## config.mk

```make
export PLATFORM = sky130hd
export DESIGN_NAME = rr_arbiter4
export DESIGN_NICKNAME = d
export VERILOG_FILES = /design/src/rtl/arb_pkg.sv /design/src/rtl/decoder2_4.sv /design/src/rtl/rr_arbiter4.sv
export SDC_FILE = /design/constraint.sdc
export NUM_CORES = 1
export LEC_CHECK = 0
export ABC_AREA = 1
export ABC_CLOCK_PERIOD_IN_PS = 3520
export CAP_MARGIN = 20
export CORE_ASPECT_RATIO = 1.5
export CORE_MARGIN = 5
export CORE_UTILIZATION = 30
export CTS_CLUSTER_DIAMETER = 120
export DETAILED_ROUTE_END_ITERATION = 8
export GPL_ROUTABILITY_DRIVEN = 0
export HOLD_SLACK_MARGIN = 0.06
export PLACE_DENSITY = 0.61
export SYNTH_ARGS = -nofsm -noshare
export SYNTH_HDL_FRONTEND = slang
export SYNTH_HIERARCHICAL = 1
export SYNTH_SLANG_ARGS = --single-unit
export TNS_END_PERCENT = 5
```

## constraint.sdc

```tcl
create_clock -name clk -period 3.52 [get_ports clk]
set_input_delay 0.704 -clock clk [delete_from_list [all_inputs] [get_ports clk]]
set_output_delay 0.704 -clock clk [all_outputs]
set_load 0.05 [all_outputs]
```

## src/rtl/arb_pkg.sv

```systemverilog
`default_nettype none
// ============================================================================
//  Module      : arb_pkg
//  Description : Shared definitions for the 4-way round-robin arbiter:
//                FSM state encoding, requester count / index width, and the
//                rotating-priority winner pick.
//  Revision    : 1.0  initial release
// ============================================================================
package arb_pkg;

    localparam int N_REQ = 4;
    localparam int IDX_W = 2;

    typedef enum logic {
        IDLE  = 1'b0,
        GRANT = 1'b1
    } arb_state_t;

    // First set request bit when scanning ptr, ptr+1, ... (mod N_REQ).
    // The index arithmetic wraps naturally in IDX_W bits. Returns ptr when
    // no request is set; callers qualify the result with |req.
    function automatic logic [IDX_W-1:0] rr_pick(
        input logic [N_REQ-1:0] req,
        input logic [IDX_W-1:0] ptr
    );
        logic [IDX_W-1:0] w_idx;
        logic [IDX_W-1:0] w_cand;
        logic             w_found;
        w_idx   = ptr;
        w_found = 1'b0;
        for (int k = 0; k < N_REQ; k++) begin
            w_cand = ptr + IDX_W'(k);
            if (!w_found && req[w_cand]) begin
                w_idx   = w_cand;
                w_found = 1'b1;
            end
        end
        return w_idx;
    endfunction

endpackage
`default_nettype wire

```

## src/rtl/decoder2_4.sv

```systemverilog
`default_nettype none
// ============================================================================
//  Module      : decoder2_4
//  Description : 2-to-4 line decoder. a is the MSB, b the LSB; exactly one
//                of d0..d3 is high for every input combination.
//  Ports       : a, b   in  select bits (a = MSB)
//                d0..d3 out decoded lines
//  Revision    : 1.0  initial release
// ============================================================================
module decoder2_4 (
    input  logic a,
    input  logic b,
    output logic d0,
    output logic d1,
    output logic d2,
    output logic d3
);

    assign d0 = ~a & ~b;
    assign d1 = ~a &  b;
    assign d2 =  a & ~b;
    assign d3 =  a &  b;

endmodule
`default_nettype wire

```

## src/rtl/rr_arbiter4.sv

```systemverilog
`default_nettype none
// ============================================================================
//  Module      : rr_arbiter4
//  Description : Round-robin arbiter, four requesters, one shared resource.
//                A winner is picked from IDLE with rotating priority, held
//                until it drops its request or the hold timer expires, and
//                decoded to a one-hot grant. One dead IDLE cycle separates
//                consecutive grants.
//  Ports       : clk        in   rising-edge clock
//                rst_n      in   synchronous reset, active-low
//                req[3:0]   in   request per requester
//                gnt[3:0]   out  one-hot grant, 0000 when idle
//                gnt_valid  out  a grant is active
//                gnt_idx    out  encoded owner index (valid with gnt_valid)
//                timeout    out  one-cycle pulse on forced revocation
//  Params      : MAX_HOLD   max consecutive grant cycles, 0 = unlimited
//  Revision    : 1.0  initial release
// ============================================================================
module rr_arbiter4
    import arb_pkg::*;
#(
    parameter int MAX_HOLD = 8
) (
    input  logic             clk,
    input  logic             rst_n,
    input  logic [N_REQ-1:0] req,
    output logic [N_REQ-1:0] gnt,
    output logic             gnt_valid,
    output logic [IDX_W-1:0] gnt_idx,
    output logic             timeout
);

    localparam bit c_TIMER_EN = (MAX_HOLD > 0);
    // Counter must hold 0..MAX_HOLD-1; keep at least one bit when unlimited.
    localparam int c_CNT_W    = (MAX_HOLD > 0) ? $clog2(MAX_HOLD + 1) : 1;

    arb_state_t         r_state;
    logic [IDX_W-1:0]   r_ptr;
    logic [IDX_W-1:0]   r_gnt_idx;
    logic [c_CNT_W-1:0] r_hold_cnt;
    logic               r_timeout;

    logic [IDX_W-1:0]   w_winner;
    logic               w_owner_req;
    logic               w_hold_last;
    logic               w_d0;
    logic               w_d1;
    logic               w_d2;
    logic               w_d3;

    assign w_winner    = rr_pick(req, r_ptr);
    assign w_owner_req = req[r_gnt_idx];

    generate
        if (c_TIMER_EN) begin : g_timer
            assign w_hold_last = (r_hold_cnt == c_CNT_W'(MAX_HOLD - 1));
        end else begin : g_no_timer
            assign w_hold_last = 1'b0;
        end
    endgenerate

    // Release is checked before the timer so a coincident drop of the
    // request is a plain release with no timeout pulse.
    always_ff @(posedge clk) begin
        if (!rst_n) begin
            r_state    <= IDLE;
            r_ptr      <= '0;
            r_gnt_idx  <= '0;
            r_hold_cnt <= '0;
            r_timeout  <= 1'b0;
        end else begin
            r_timeout <= 1'b0;
            case (r_state)
                IDLE: begin
                    if (|req) begin
                        r_state    <= GRANT;
                        r_gnt_idx  <= w_winner;
                        r_hold_cnt <= '0;
                    end
                end
                GRANT: begin
                    if (!w_owner_req) begin
                        r_state <= IDLE;
                        r_ptr   <= r_gnt_idx + IDX_W'(1);
                    end else if (w_hold_last) begin
                        r_state   <= IDLE;
                        r_ptr     <= r_gnt_idx + IDX_W'(1);
                        r_timeout <= 1'b1;
                    end else if (c_TIMER_EN) begin
                        r_hold_cnt <= r_hold_cnt + c_CNT_W'(1);
                    end
                end
                default: begin
                    r_state <= IDLE;
                end
            endcase
        end
    end

    decoder2_4 u_dec (
        .a  (r_gnt_idx[1]),
        .b  (r_gnt_idx[0]),
        .d0 (w_d0),
        .d1 (w_d1),
        .d2 (w_d2),
        .d3 (w_d3)
    );

    assign gnt_valid = (r_state == GRANT);
    assign gnt       = {w_d3, w_d2, w_d1, w_d0} & {N_REQ{gnt_valid}};
    assign gnt_idx   = r_gnt_idx;
    assign timeout   = r_timeout;

endmodule
`default_nettype wire

```

# --- Word-level counts from Yosys, hierarchy flattened ---
# Cells that the tools add are included.
word_totals:
  output_inout_bits: 8
  in_bits: 6
  regBits: 10
  word_cells: 66
classes:
  n_reduce_logical: 11
  n_eq_ne: 5
  order_cmp: 5
  addsub: 5
  bitwise: 8
  muxes: 27
ops:
  columns: ["op", "n"]
  rows:
  - ["less-than comparator 2 x 3 -> 1 bit (second input constant)", 5]
  - ["2-to-1 mux 1 bit", 12]
  - ["2-to-1 mux 4 bit", 3]
  - ["binary-select mux 1 bit (select 2 bit)", 5]
  - ["2-to-1 mux 2 bit", 5]
  - ["case mux 4 bit (2 select lines)", 1]
  - ["AND reduction 3 bit", 2]
  - ["adder 2 x 1 -> 2 bit (second input constant)", 2]
  - ["adder 2 bit (second input constant)", 2]
  - ["adder 4 x 1 -> 4 bit (second input constant)", 1]
  - ["bitwise AND 1 bit", 4]
  - ["bitwise AND 4 bit", 1]
  - ["== test 4 x 3 -> 1 bit (second input constant)", 1]
  - ["inequality test 2 x 1 -> 1 bit (second input constant)", 2]
  - ["inequality test 2 bit (second input constant)", 2]
  - ["AND reduction 2 bit", 2]
  - ["OR reduction 4 bit", 1]
  - ["logical AND 1 bit", 3]
  - ["zero test 1 bit", 3]
  - ["NOT 1 bit", 3]
  - ["case mux 1 bit (2 select lines)", 1]

# --- Depth between registers and ports, before layout ---
logic_depth:
  word_depth: 12
  depth_mapped: 13
  depth_no_buf: 12

# --- Modules after synthesis ---
# The synthesis kept the hierarchy.
by_module_without_submodules:
  columns: ["mod", "n_inst", "cells_each", "area_each_um2", "seq_area_each_um2"]
  rows:
  - ["rr_arbiter4", 1, 125, 740.7, 200.2]
  - ["decoder2_4", 1, 7, 26.3, 0.0]

# --- Worst setup path before layout ---
# No wires, ideal clock.
synth_timing:
  path_kind: "register to output"
  from: "register r_gnt_idx[0] (netlist: gnt_idx[0])"
  to: "output port gnt[1]"
  arrival_ns: 1.294
  stages_incl_launch_ff: 5
  path_slack_ns: 1.522
  path_buffers: 0
  required_time_ns: 2.816
  cell_sequence: "dfxtp_1 inv_1 nor2_1 nand2_1 inv_1"
synth_between:
  elab_chain_cells: 2
synth_rtl:
  columns: ["element", "line_no", "source"]
  rows:
  - ["from (decl)", "rr_arbiter4.sv:39", "logic [IDX_W-1:0] r_gnt_idx;"]
  - ["from (signal assigned)", "rr_arbiter4.sv:77", "r_gnt_idx <= w_winner;"]
  - ["bitwise AND 1 bit", "decoder2_4.sv:20", "assign d1 = ~a & b;"]
  - ["named net w_d1", "rr_arbiter4.sv:47", "logic w_d1;"]
  - ["bitwise AND 4 bit", "rr_arbiter4.sv:110", "assign gnt = {w_d3, w_d2, w_d1, w_d0} & {N_REQ{gnt_valid}};"]
  - ["to (decl)", "rr_arbiter4.sv:27", "output logic [N_REQ-1:0] gnt,"]
# The timed path passes the listed nets, and every way through them passes these cells.

# --- Worst setup path after layout ---
# Ends and elaborated chain as after synthesis.

==> flow_metrics.tcl <==
set metrics [dict create \
    status "finished clean" \
    crit_path_start_kind "flip-flop" \
    core_area_um2 2450 \
    cts_root_buf "clkbuf_4" \
    die_x_um 51.3 \
    clock_sinks 10 \
    reg2reg_from "r_ptr[0]" \
    ant_nets 0 \
    synth_top_area_share_pct 26.1 \
    cts_buffer_depth 2 \
    antenna_found_initial 0 \
    crit_family "buffers and inverters" \
    hold_path_class "reg2reg" \
    dieArea_um2 3690 \
    crit_fanout 10 \
    io-pin-count 14 \
    min_period_over_period_pct 73.5 \
    ys_ff_latch 10 \
    synth_top_cell_by_area "dfxtp_1" \
    syn_to_final_growth_pct 21.7 \
    setup_tns_ns 0 \
    final_common_cell "nand2_1" \
    rsz0062_at_grt "no" \
    cts_buffers 3 \
    clk_pin_slew_ns 0.06 \
    grt_use_total_pct 10.6 \
    crit_path_cell_trace "inv_1 > nor2_1 > nand2_1 > inv_1 > clkdlybuf4s50_1" \
    dpl_cell_area_um2 911 \
    synth_warnings 6 \
    use_met3_pct 2.05 \
    yosysUniqueCellTypes 22 \
    vias 809 \
    avgViaCountPerCell 4.76 \
    drt-total-wl_um 1750 \
    timing.critical_path.mode_cell "inv_1" \
    power.density_nw_per_um2 660 \
    cts_tree "done" \
    drt-initial-drc-count 14 \
    fmax_ghz 0.387 \
    min_period_ns 2.59 \
    grt_pass1_wl_um 3060 \
    fillers 263 \
    grt_max_degree 12 \
    postCtsSetupBuffers 0 \
    cap_violations 0 \
    worst_path_largest_cell_delay_ns 0.82 \
    power.leakage_nw 0.477 \
    initial_utilization_pct 31.3 \
    syn_avg_cell_area_um2 5.81 \
    finalHoldViolations 0 \
    die_height_um 71.9 \
    critPathBufInv 3 \
    hp-start "r_hold_cnt[1]" \
    drive_above_1_share_pct 10.3 \
    ctsHoldBuffers 0 \
    row_count 22 \
    cp_slowest_cell "clkdlybuf4s50_1" \
    drt_pass1_iterations 4 \
    post_drt_wl_per_cell_um 10.3 \
    n_antenna_cell 0 \
    slew_violations 0 \
    nets 155 \
    route.detailed.drc 0 \
    syn_area_um2 767 \
    post-dp-hpwl_um 1440 \
    finClkSkew_ns 0.00405 \
    clock_latency_ns 0.26 \
    grt_util_met2_pct 22.1 \
    synthTopCellsByArea "dfxtp_1, nand2_1, nand3_1, inv_1, nor2_1" \
    crit_type "reg2out" \
    met1_usage_pct 9.41 \
    overflow 0 \
    crit_start "gnt_idx[0]" \
    relSlewSlack_pct 64.7 \
    worst_pin_slew_ns 0.528 \
    syn-num-nets 139 \
    synth_cells 132 \
    crit_path_end_kind "output pin" \
    arrival_ns 1.88 \
    setup_violations 0 \
    peakVddDrop_mv 0.344 \
    required_ns 2.82 \
    grt_pass1_vias 781 \
    yosysSeqAreaShare_pct 26.1 \
    portBuffers 13 \
    cts-resized-gates 0 \
    top_usage_layer "met2" \
    layout_common_cells "nand2_1, inv_1, nand3_1, clkdlybuf4s50_1" \
    fin_area_um2 933 \
    htree_levels 1 \
]
==> cells in the mapped netlist, drive strengths merged <==
cell type / n
nand3: 13
buf: 2
xor2: 1
nor2: 11
dfxtp: 10
nand2: 56
o21ai: 9
a21oi: 6
xnor2: 1
o211ai: 1
inv: 20
ha: 1
nand4: 1
==> state kept, by name (all words and copies together) (netlist names) <==
name        flops
gnt_idx         2
r_ptr           2
timeout         1
r_hold_cnt      4
gnt_valid       1
==> cell families after synthesis <==
group / synth area share (%)
flip-flops: 26.1
AO/OA/AOI/OAI: 11.7
adder cells (fa/ha/maj): 1.63
AND/OR/NAND/NOR: 45.7
buffers and inverters: 12.6
XOR/XNOR: 2.28
==> final timing paths <==
| path | to | slack (ns) | cells past startpoint |
|---|---|---|---|
| worst min-delay path | r_hold_cnt[1] | 0.49 | 2 |
| worst max-delay path | gnt[1] | 0.93 | 5 |
| worst max register to register | gnt_idx[1] | 1.89 | 10 |
| worst min register to register | r_hold_cnt[1] | 0.49 | 2 |
==> cell type report <==
cell class | instances | area, µm² | share of cell area, %
flip-flops and latches | 10 | 200 | 21.4
clock buffers | 3 | 22.5 | 2.41
repair buffers | 13 | 130 | 13.9
multi-input cells | 100 | 470 | 50.4
well taps | 24 | 30.0 | 3.22
inverters | 20 | 80.1 | 8.58
==> power breakdown <==
part	switching (mW)	internal, mW	leakage (nW)
sequential	0.0490	0.135	0.0818
combinational	0.235	0.121	0.381
clock	0.0365	0.0394	0.0138
==> stage by stage <==
step | setup WS [ns] | hold WS (ns) | cells | util, % | power, mW
3_5_place_dp | 1.19 | 0.478 | 167 | 37.2 | 0.544
2_1_floorplan | 1.52 | 0.456 | 132 | - | 0.458
3_3_place_gp | 1.28 | 0.476 | 167 | 37.2 | 0.535
4_1_cts | 0.909 | 0.487 | 170 | 38.1 | 0.621
5_1_grt | 0.838 | 0.508 | 170 | 38.1 | 0.672
6_report | 0.934 | 0.491 | 170 | 38.1 | 0.616
==> tightest hold or removal path, stage by stage, from the launching register on <==
cell and delay (ns):
dfxtp_1 0.32, nand2_1 0.06, a21oi_1 0.06
==> metal layers <==
| metal | vias to the layer above | share of wire, % | wire length, µm |
|---|---|---|---|
| met5 | - | 0 | 0 |
| met4 | 0 | 2.1 | 37 |
| met2 | 10 | 54 | 950 |
| li1 | 440 | - | - |
| met3 | 5 | 3.0 | 53 |
| met1 | 354 | 41 | 711 |
No activity file was read; power rests on OpenSTA's default activity.
==> RTL edit 1: new RTL, config.mk and constraints unchanged <==
Make the reset (`rst_n`) asynchronous in one clocked block. Comments in the files are not updated.
--- a/src/rtl/rr_arbiter4.sv
+++ b/src/rtl/rr_arbiter4.sv
@@ -63,3 +63,3 @@
     // request is a plain release with no timeout pulse.
-    always_ff @(posedge clk) begin
+    always_ff @(posedge clk or negedge rst_n) begin
         if (!rst_n) begin
Behaviour: differs if rst_n is asserted again (counterexample within 4 cycles, from zero or initial values and one cycle with rst_n low); with rst_n held inactive, the same outputs for 10 cycles.
==> RTL edit 1 against the unedited design <==
- synthesized area up 11%
- via count up 7.5%
- fmax up 1.8%
- wire length up 5.8%
- synthesized cell count up 6.8%
- total power up 71%
- setup slack better by 0.045 ns
- cell count up 12%
- design area up 12%
- non-clock buffer count unchanged
- sequential share of layout area up 2.6 points
- sequential cell count unchanged
- largest cell class unchanged
==> RTL edit 1: results (changes against the unedited design) <==
status completed; Final HPWL DP 1488 microns (+3.6%); skew final 0.001279 ns (-0.002774 ns); Synth async-reset ratio 100.0% (+100 points); Clk pin slew, worst setup/hold paths 0.04 ns (-0.02 ns); Global Route Usage Sum 11.27% (+0.64 points); clk_lat worst skew 0.23 ns (-0.03 ns); share of cells above drive strength 1 12.99% (+2.7 points); most common library cells after synthesis nand2_1, inv_1, nand3_1; drt first-iter violations 32 (+18); critical path's largest stage delay 0.79 ns (-0.03 ns); Yosys warning total 6 (unchanged); via count 870 (+7.5%); largest net degree at the start of global routing 13 (+1); Hold Path End r_hold_cnt[3]$_DFFE_PN0P_; CP Max Fanout 12 (+2); Power Internal 0.0004761 W (+61%); largest cells by area after synthesis dfrtp_1, nand2_1, inv_1; critical register-to-register path endpoint gnt_idx[0]$_DFFE_PN0P_; Total Wirelength 1854 microns (+5.8%); vias in the first global route 829 (+6.1%); FF-to-FF path depth 11 (+1); VDD IR-drop max 0.5374 mV (+56%); Finished Layout Cells 191 (+12%); syn_nets 148 (+6.5%); global-route wire length before repair 3415 microns (+12%)
[RTL edit 1: changes by cell type in the layout (fill, tap and decap cells not counted), sizes merged]
cell   change
a21oi      -4
inv        +2
nand2     +16
dfxtp     -10
nand3      -2
a22o       +1
nor3       +1
o21a       +1
nor2       -2
dfrtp     +10
o21ai      -5
[RTL edit 1: metrics by stage]
stage          instance area (sq um)  hold slack, ns  utilization, %
2_1_floorplan                  852.1          0.4084               -
3_3_place_gp                    1001          0.5118           37.00
4_1_cts                         1042          0.5341           38.53
6_report                        1042          0.5252           38.53
3_5_place_dp                    1001          0.5216           37.00
5_1_grt                         1042          0.5697           38.53
[RTL edit 1: cell families after synthesis]
group / count (synthesis) / synth area share, %
simple gates: 94 / 47.87
fa+ha+maj: 1 / 1.468
compound gates: 9 / 6.314
buf+inv: 25 / 12.92
flops: 10 / 29.37
xor+xnor: 2 / 2.056
[RTL edit 1: worst max path at each step]
stage	start	end	slack, ns	depth (start not counted)
2_1_floorplan	gnt_idx[1]$_DFFE_PN0P_	gnt[2]	1.55	4
4_1_cts	gnt_idx[0]$_DFFE_PN0P_	gnt[1]	0.96	5
3_5_place_dp	gnt_idx[0]$_DFFE_PN0P_	gnt[1]	1.21	5
5_1_grt	gnt_idx[0]$_DFFE_PN0P_	gnt[1]	0.82	5
3_3_place_gp	gnt_idx[0]$_DFFE_PN0P_	gnt[1]	1.24	5
6_report	gnt_idx[0]$_DFFE_PN0P_	gnt[1]	0.98	5
[RTL edit 1: worst reg2reg max path: cells and delay by family (launching register included)]
family,cells,cell delay [ns]
buffers and inverters,2,0.24
and+or+nand+nor,9,0.76
DFF,1,0.60
[RTL edit 1: cell type report]
class	count	area, sq um	share of cell area, %
tap	37	46.29	4.442
sequential	10	250.2	24.01
inverter	22	82.58	7.923
clock buffer	3	41.29	3.962
multi-input combinational	106	491.7	47.18
timing repair buffer	13	130.1	12.49
[RTL edit 1: power by group through the flow]
stage | sequential, W | combinational, W | clock, W
after floorplan | 0.000269 | 0.000536 | 0
after global placement | 0.000253 | 0.000689 | 0
after detailed placement | 0.000256 | 0.000696 | 0
after CTS | 0.000254 | 0.000699 | 0.000119
after global routing | 0.000267 | 0.000776 | 0.000128
final | 0.000254 | 0.000689 | 0.000114
[RTL edit 1: metal layers]
metal | routed length, microns | track usage (%) | vias up | share of wire [%]
met5 | 0 | 0 | - | 0
met4 | 21 | 5.682 | 0 | 1.1
met3 | 63 | 2.178 | 2 | 3.4
met2 | 987 | 20.19 | 18 | 53
met1 | 781 | 12.29 | 397 | 42
li1 | - | - | 453 | -
==> RTL edit 2: new RTL, config.mk and constraints unchanged <==
Made on the original files. `MAX_HOLD`: 8 -> 16.
--- a/src/rtl/rr_arbiter4.sv
+++ b/src/rtl/rr_arbiter4.sv
@@ -21,3 +21,3 @@
 #(
-    parameter int MAX_HOLD = 8
+    parameter int MAX_HOLD = 16
 ) (
Check against the original RTL: not equivalent (a bounded check fails within 10 cycles, from zero or initial values and one cycle with rst_n low).
==> RTL edit 2 against the unedited design <==
- setup slack improved by 0.019 ns
- synthesized area rose by 5.4%
- cell count rose by 12%
- sequential cell count rose by 1
- wire length rose by 2.0%
- design area rose by 9.1%
- total power fell by 15%
==> RTL edit 2: results (changes against the unedited design) <==
Hold Path End r_hold_cnt[0]$_SDFFE_PN0P_; global-route wire length before repair 3215 microns (+5.2%); Final HPWL DP 1442 microns (+0.37%); grt met3 use 1.826% (-0.23 points); Synth Area in Compound Gates 11.15% (-0.60 points); Synth Area in Adders 4.644% (+3.0 points); FF-to-FF path depth 11 (+1); skew final 0.001842 ns (-0.002211 ns); Final period util 72.94% (-0.54 points); Hold Path Cell Cnt 1 (-1); status completed; max FFs per register 5 (+1); Post-Synthesis Cells 137 (+3.8%); CP Max Fanout 11 (+1); clk_lat worst skew 0.24 ns (-0.02 ns); nets 163 (+5.2%); Global Route Usage Sum 11.02% (+0.40 points); syn_nets 146 (+5.0%); Vias/cell 4.416 (-7.2%); GRT met2 Usage 19.34% (-2.8 points); Layout fillers 305 (+16%); drt first-iter violations 21 (+7); DP Cell Count 186 (+11%); share of cells above drive strength 1 10.46% (+0.18 points); M1 WL 797 microns (+12%); final hold slack 0.4721 ns (-0.01912 ns); met3 wire len 35 microns (-34%); via count 839 (+3.7%); Reg2Reg Setup Slack 1.97 ns (+0.08 ns); pre-CTS setup slack 1.207 ns (+0.01260 ns); clock root buffer clkbuf_8; most common library cells after synthesis nand2_1, inv_1, nand3_1; xor-xnor portion of the synthesized cell area 1.084% (-1.2 points); largest cells by area after synthesis dfxtp_1, nand2_1, inv_1; routed len/inst 9.411 microns (-8.7%); Post-DP Area 973.4 sq um (+6.9%)
-- RTL edit 2: cell types whose count changed in the layout (fill, tap and decap cells not counted), moves of 2 or more --
cell      change
a21oi_1       +4
clkbuf_4      -3
clkbuf_8      +3
nand2_1       -3
ha_1          +2
inv_1         +2
nand2_2       +2
o21ai_0       -2
-- RTL edit 2: kinds of logic (layout without fill, tap and decap cells) --
group | Yosys count | count (layout)
DFF | 11 | 11
AOI/OAI and AO/OA | 17 | 17
adders and majority gates | 3 | 3
buffers and inverters | 24 | 40
and+or+nand+nor | 81 | 81
xor gates and xnor gates | 1 | 1
-- RTL edit 2: where the power goes --
group	total, W	internal [W]	switching [W]
Sequential	0.000169	0.000139	0.0000299
Clock	0.000124	0.0000792	0.0000445
Combinational	0.000234	0.0000797	0.000154
Total	0.000526	0.000298	0.000229
-- RTL edit 2: worst max path at each step --
stage,startpoint,endpoint,slack (ns),cells past startpoint
after floorplan,gnt_idx[0]$_SDFFE_PN0P_,gnt[1],1.47,4
after global placement,gnt_idx[0]$_SDFFE_PN0P_,gnt[1],1.26,5
after CTS,gnt_idx[0]$_SDFFE_PN0P_,gnt[1],0.96,5
after global routing,gnt_idx[0]$_SDFFE_PN0P_,gnt[1],0.79,5
after detailed placement,gnt_idx[0]$_SDFFE_PN0P_,gnt[1],1.21,5
final,gnt_idx[0]$_SDFFE_PN0P_,gnt[1],0.95,5
-- RTL edit 2: worst max-delay path: stages (launching register included) --
cell	delay [ns]
dfxtp_1	0.52
inv_1	0.09
nor2_1	0.09
nand2_1	0.06
inv_1	0.06
clkdlybuf4s50_1	0.80
-- RTL edit 2: area by class of cell --
cell class	instances	share of cell area, %
Multi-Input combinational cell	102	47.91
Sequential cell	11	21.62
Timing Repair Buffer	13	12.78
Inverter	23	8.722
Tap cell	37	4.545
Clock buffer	4	4.423
